**src/rtl/addsub_pkg.sv**
```systemverilog
// Shared types and helpers for the sequential add/sub unit.
// States, operation codes and count-register sizing.
package addsub_pkg;

    typedef enum logic [1:0] {
        IDLE = 2'd0,
        BUSY = 2'd1,
        DONE = 2'd2
    } state_e;

    localparam logic OP_ADD = 1'b0;
    localparam logic OP_SUB = 1'b1;

    function automatic int cnt_width(input int nchunk);
        int w;
        w = $clog2(nchunk);
        return (w < 1) ? 1 : w;
    endfunction

endpackage

```
**src/rtl/addsub_chunk.sv**
```systemverilog
// Combinational CHUNK-bit ripple slice; also exposes the carry into its MSB.
module addsub_chunk
#(
    parameter int CHUNK = 4
)
(
    input  logic [CHUNK-1:0] a,
    input  logic [CHUNK-1:0] b,
    input  logic             cin,
    output logic [CHUNK-1:0] sum,
    output logic             cout,
    output logic             cmsb
);

    logic [CHUNK:0] c;

    always_comb begin
        c    = '0;
        sum  = '0;
        c[0] = cin;
        for (int i = 0; i < CHUNK; i++) begin
            sum[i]   = a[i] ^ b[i] ^ c[i];
            c[i + 1] = (a[i] & b[i]) | (a[i] & c[i]) | (b[i] & c[i]);
        end
    end

    assign cout = c[CHUNK];
    assign cmsb = c[CHUNK-1];

endmodule

```
**src/rtl/addsub_seq.sv**
```systemverilog
// Multi-cycle add/sub, CHUNK bits per cycle, valid/ready on both sides.
// Optional build macro ADDSUB_SAT_EN clamps signed overflow to min/max.
module addsub_seq
    import addsub_pkg::*;
#(
    parameter int WIDTH = 16,
    parameter int CHUNK = 4
)
(
    input  logic             clk,
    input  logic             rst_n,
    input  logic             in_valid,
    output logic             in_ready,
    input  logic [WIDTH-1:0] a,
    input  logic [WIDTH-1:0] b,
    input  logic             xin,
    input  logic             op,
    output logic             out_valid,
    input  logic             out_ready,
    output logic [WIDTH-1:0] s_d,
    output logic             co_bo,
    output logic             ovf,
    output logic             zero,
    output logic             neg
);

    localparam int NCHUNK = WIDTH / CHUNK;
    localparam int CW     = cnt_width(NCHUNK);
    localparam logic [CW-1:0] LAST = CW'(NCHUNK - 1);

    state_e           state_q, state_d;
    logic [WIDTH-1:0] a_q, a_d;
    logic [WIDTH-1:0] b_q, b_d;
    logic [WIDTH-1:0] res_q, res_d;
    logic             op_q, op_d;
    logic             carry_q, carry_d;
    logic [CW-1:0]    cnt_q, cnt_d;
    logic             co_q, co_d;
    logic             ovf_q, ovf_d;
    logic             zero_q, zero_d;
    logic             neg_q, neg_d;

    logic [CHUNK-1:0] sl_a, sl_b, sl_sum;
    logic             sl_cout, sl_cmsb;
    logic [WIDTH-1:0] res_nx;
    logic             ovf_nx;
    int               base;

    assign base = int'(cnt_q) * CHUNK;
    assign sl_a = a_q[base +: CHUNK];
    assign sl_b = b_q[base +: CHUNK];

    addsub_chunk #(
        .CHUNK (CHUNK)
    ) u_chunk (
        .a    (sl_a),
        .b    (sl_b),
        .cin  (carry_q),
        .sum  (sl_sum),
        .cout (sl_cout),
        .cmsb (sl_cmsb)
    );

    always_comb begin
        state_d = state_q;
        a_d     = a_q;
        b_d     = b_q;
        res_d   = res_q;
        op_d    = op_q;
        carry_d = carry_q;
        cnt_d   = cnt_q;
        co_d    = co_q;
        ovf_d   = ovf_q;
        zero_d  = zero_q;
        neg_d   = neg_q;
        res_nx  = res_q;
        ovf_nx  = 1'b0;

        unique case (state_q)
            IDLE: begin
                if (in_valid) begin
                    // b is stored pre-inverted so BUSY only ever adds
                    a_d     = a;
                    b_d     = (op == OP_SUB) ? ~b : b;
                    op_d    = op;
                    carry_d = (op == OP_SUB) ? ~xin : xin;
                    cnt_d   = '0;
                    state_d = BUSY;
                end
            end
            BUSY: begin
                res_nx[base +: CHUNK] = sl_sum;
                carry_d = sl_cout;
                if (cnt_q == LAST) begin
                    ovf_nx = sl_cmsb ^ sl_cout;
                    co_d   = (op_q == OP_SUB) ? ~sl_cout : sl_cout;
                    ovf_d  = ovf_nx;
`ifdef ADDSUB_SAT_EN
                    if (ovf_nx) begin
                        res_nx = a_q[WIDTH-1] ? {1'b1, {(WIDTH-1){1'b0}}}
                                              : {1'b0, {(WIDTH-1){1'b1}}};
                    end
`endif
                    zero_d  = (res_nx == '0);
                    neg_d   = res_nx[WIDTH-1];
                    cnt_d   = '0;
                    state_d = DONE;
                end else begin
                    cnt_d = cnt_q + 1'b1;
                end
                res_d = res_nx;
            end
            DONE: begin
                if (out_ready) begin
                    state_d = IDLE;
                end
            end
            default: state_d = IDLE;
        endcase
    end

    always_ff @(posedge clk or negedge rst_n) begin
        if (!rst_n) begin
            state_q <= IDLE;
            a_q     <= '0;
            b_q     <= '0;
            res_q   <= '0;
            op_q    <= OP_ADD;
            carry_q <= 1'b0;
            cnt_q   <= '0;
            co_q    <= 1'b0;
            ovf_q   <= 1'b0;
            zero_q  <= 1'b0;
            neg_q   <= 1'b0;
        end else begin
            state_q <= state_d;
            a_q     <= a_d;
            b_q     <= b_d;
            res_q   <= res_d;
            op_q    <= op_d;
            carry_q <= carry_d;
            cnt_q   <= cnt_d;
            co_q    <= co_d;
            ovf_q   <= ovf_d;
            zero_q  <= zero_d;
            neg_q   <= neg_d;
        end
    end

    assign in_ready  = (state_q == IDLE);
    assign out_valid = (state_q == DONE);
    assign s_d       = res_q;
    assign co_bo     = co_q;
    assign ovf       = ovf_q;
    assign zero      = zero_q;
    assign neg       = neg_q;

endmodule

```
**config.mk**
```make
export PLATFORM = sky130hd
export DESIGN_NAME = addsub_seq
export DESIGN_NICKNAME = d
export VERILOG_FILES = /design/src/rtl/addsub_pkg.sv /design/src/rtl/addsub_chunk.sv /design/src/rtl/addsub_seq.sv
export SDC_FILE = /design/constraint.sdc
export NUM_CORES = 1
export LEC_CHECK = 0
export ABC_AREA = 1
export CAP_MARGIN = 20
export CORE_MARGIN = 4
export CORE_UTILIZATION = 25
export CTS_CLUSTER_SIZE = 28
export DETAILED_ROUTE_END_ITERATION = 16
export GPL_ROUTABILITY_DRIVEN = 0
export SKIP_CTS_REPAIR_TIMING = 1
export SLEW_MARGIN = 10
export SYNTH_ARGS = -nofsm -noshare
export SYNTH_HDL_FRONTEND = slang
export SYNTH_SLANG_ARGS = --single-unit
```
**constraint.sdc**
```tcl
create_clock -name clk -period 3.6 [get_ports clk]
set_input_delay 0.36 -clock clk [delete_from_list [all_inputs] [get_ports clk]]
set_output_delay 0.36 -clock clk [all_outputs]
set_load 0.01 [all_outputs]
```
==> impl_metrics.env <==
export IMPL_initial_core_util_pct=25.57
export IMPL_period_minus_slack_ns=3.334
export IMPL_wl_um=7596
export IMPL_clk_pin_slew_ns=0.05
export IMPL_final_instance_count_excl_fill=596
export IMPL_avgSynthCellArea_um2=7.978
export IMPL_tritoncts="built"
export IMPL_gr_usage_all_layers_pct=11.43
export IMPL_grt_setup_unrepaired="no"
export IMPL_yosys_register_bits=58
export IMPL_synth_area_top_cells="dfrtp_1 (47%), nand2_1 (16%), nor2_1 (5.5%), xnor2_1 (5.1%), o21ai_0 (4.9%)"
export IMPL_synth_seq_area_share_pct=47.25
export IMPL_path_max_fanout=12
export IMPL_rows=40
export IMPL_worstPathArrival_ns=3.60
export IMPL_powerDensity_nw_per_um2=989.4
export IMPL_grt_pass1_wl_um=13020
export IMPL_drc_errors=0
export IMPL_wl_per_cell_um=12.74
export IMPL_drive_gt1_share_pct=7.127
export IMPL_met2WireLength_um=3641
export IMPL_fp_dieArea_um2=14120
export IMPL_tightest_slew_ns=0.9811
export IMPL_io_pin_count=60
export IMPL_place_area_um2=3802
export IMPL_grt_pass1_vias=2736
export IMPL_viasPerCell=4.376
export IMPL_power_leakage_nw=1.877
export IMPL_cts_buffers=9
export IMPL_fin_crit_sh_pct=92.61
export IMPL_io_buffers=59
export IMPL_die_w_um=118.8
export IMPL_area_delta_synth_final_pct=34.34
export IMPL_synth_top_cell_area_share_pct=47.25
export IMPL_yosys_warnings=0
export IMPL_vdd_drop_max_mv=0.3386
export IMPL_fin_nets=492
export IMPL_core_area_um2=12010
export IMPL_finalPower_mw=4.083
export IMPL_synth_area_leader_cell="dfrtp_1"
export IMPL_grt_max_degree=40
export IMPL_final_area_um2=4126
export IMPL_fmax_mhz=299.9
export IMPL_dieHeight_um=118.8
export IMPL_whs_ns=0.1424
export IMPL_drt_iter0_markers=176
export IMPL_cts_root_buf="clkbuf_16"
export IMPL_clk_insertion_delay_late_ns=0.33
export IMPL_synth_cell_types=27
export IMPL_cts_max_path_buffers=2
export IMPL_fin_setup_tns_ns=0
export IMPL_vias=2608
export IMPL_r2r_start="cnt_q[1]"
export IMPL_syn_nets=433
export IMPL_fin_worst_skew_ns=0.007236
export IMPL_worst_setup_path_type="reg2reg"
export IMPL_hold_path_class="in2async"
export IMPL_endpoint_kind="register"
export IMPL_dp_hpwl_um=5862
export IMPL_syn_cell_area_um2=3072
export IMPL_drtAntennaViolNets=0
export IMPL_crit_path_start="cnt_q[1]"
export IMPL_cts_max_level=3
export IMPL_status="complete, no violations"
export IMPL_crit_required_ns=3.87
export IMPL_num_fill_cells=1264
export IMPL_routed_top_layer="met4"
export IMPL_hold_violations=0
export IMPL_slew_headroom_pct=34.39
export IMPL_cap_violations=0
export IMPL_grt_overflow=0
export IMPL_setup_viol=0
export IMPL_dr_pass1_iters=4
export IMPL_critical_path_startpoint_type="register"
export IMPL_syn_inst=385
export IMPL_wl_met3_um=387
export IMPL_placed_cells=580
export IMPL_numClockSinks=58
export IMPL_antenna_found_initial=0
export IMPL_report_final_slew_viol_count=0
export IMPL_diodes=0
export IMPL_met1Wirelength_um=3443
## critical path: stages, from the launching register on
cell,delay (ns)
dfrtp_1,0.44
inv_1,0.22
buf_4,0.23
a21oi_1,0.05
a32o_1,0.25
fa_1,0.44
fa_1,0.43
fa_1,0.53
nor2_1,0.07
nand2_1,0.06
nor2_1,0.05
nor2_2,0.14
nand3_1,0.09
nor2_1,0.12
nand3_1,0.09
nand2_1,0.06
## layer usage
metal | global-route usage (%) | vias up
li1 | - | 1343
met1 | 14.45 | 1179
met2 | 18.76 | 72
met3 | 3.039 | 14
met4 | 4.272 | 0
met5 | 0 | -
## registers in the layout, indices dropped and copies added (netlist names)
register / flops
cnt_q: 2
neg: 1
carry_q: 1
s_d: 16
co_bo: 1
state_q: 2
a_q: 16
op_q: 1
zero: 1
ovf: 1
b_q: 16
## report_power, final
part           internal, mW  total [mW]  switching, mW  leakage (nW)
clock                 0.621       0.913          0.292         0.156
combinational         0.830        1.99           1.16         0.993
sequential            0.951        1.18          0.226         0.729
total                  2.40        4.08           1.68          1.88
## stage by stage
step	setup slack [ns]	util, %
after global routing	0.02273	34.35
after detailed placement	0.2349	31.66
after floorplan	0.2476	-
after global placement	0.3314	31.66
after CTS	0.2107	34.32
final	0.2660	34.35
## cell families after synthesis
group	count (synthesis)	synth area share [%]
and+or+nand+nor	186	23.38
AOI/OAI and AO/OA	63	12.14
DFF	58	47.25
xor gates and xnor gates	19	5.418
adders and majority gates	10	5.051
buffers and inverters	49	6.761
## cell type report
cell class	count	area, um^2	area share, %
Multi-Input combinational cell	278	1413	34.23
Inverter	31	118.9	2.881
Tap cell	147	183.9	4.457
Clock buffer	11	242.7	5.882
Timing Repair Buffer	66	638.1	15.46
Clock inverter	5	77.57	1.880
Sequential cell	58	1453	35.20
## synthesized netlist by cell type
cell       instances
a2bb2oi_1          1
o22ai_1            3
a21boi_1           2
dfrtp_1           58
buf_2              7
a21oi_1           10
nor3_1             1
xnor2_1           18
a32o_1             6
buf_6              1
inv_1             26
o21ai_2            1
xor2_1             1
o31ai_1            1
o21ai_0           30
fa_1               4
buf_4              2
nand3_1           11
clkbuf_1           8
o21ai_1            4
ha_1               6
nand2_1          127
nor2_2             2
o221ai_1           1
nor2_1            45
a31oi_1            4
inv_2              5
## worst paths after layout
check	end	slack (ns)	depth (start not counted)
worst max-delay path	zero	0.27	15
worst min-delay path	s_d[10]	0.14	1
worst max register to register	zero	0.27	15
worst min register to register	a_q[4]	0.48	2
max in group asynchronous	s_d[11]	2.67	2
min in group clk	a_q[4]	0.48	2
## cells in the final DEF, fill, tap and decap left out, types with 2 or more instances in the layout
cell             count
nand2_1            127
a21boi_1             2
a21oi_1             10
nor2_1              45
nand3_1             11
o21ai_0             30
fa_1                 4
o22ai_1              3
a31oi_1              4
clkinv_2             2
a32o_1               6
xnor2_1             18
nor2_2               2
o21ai_1              4
bufinv_16            2
dfrtp_1             57
clkbuf_16            9
ha_1                 6
clkdlybuf4s50_1     58
buf_4                7
inv_1               26
inv_2                4
Note: power is estimated with default switching activity, not from simulation.
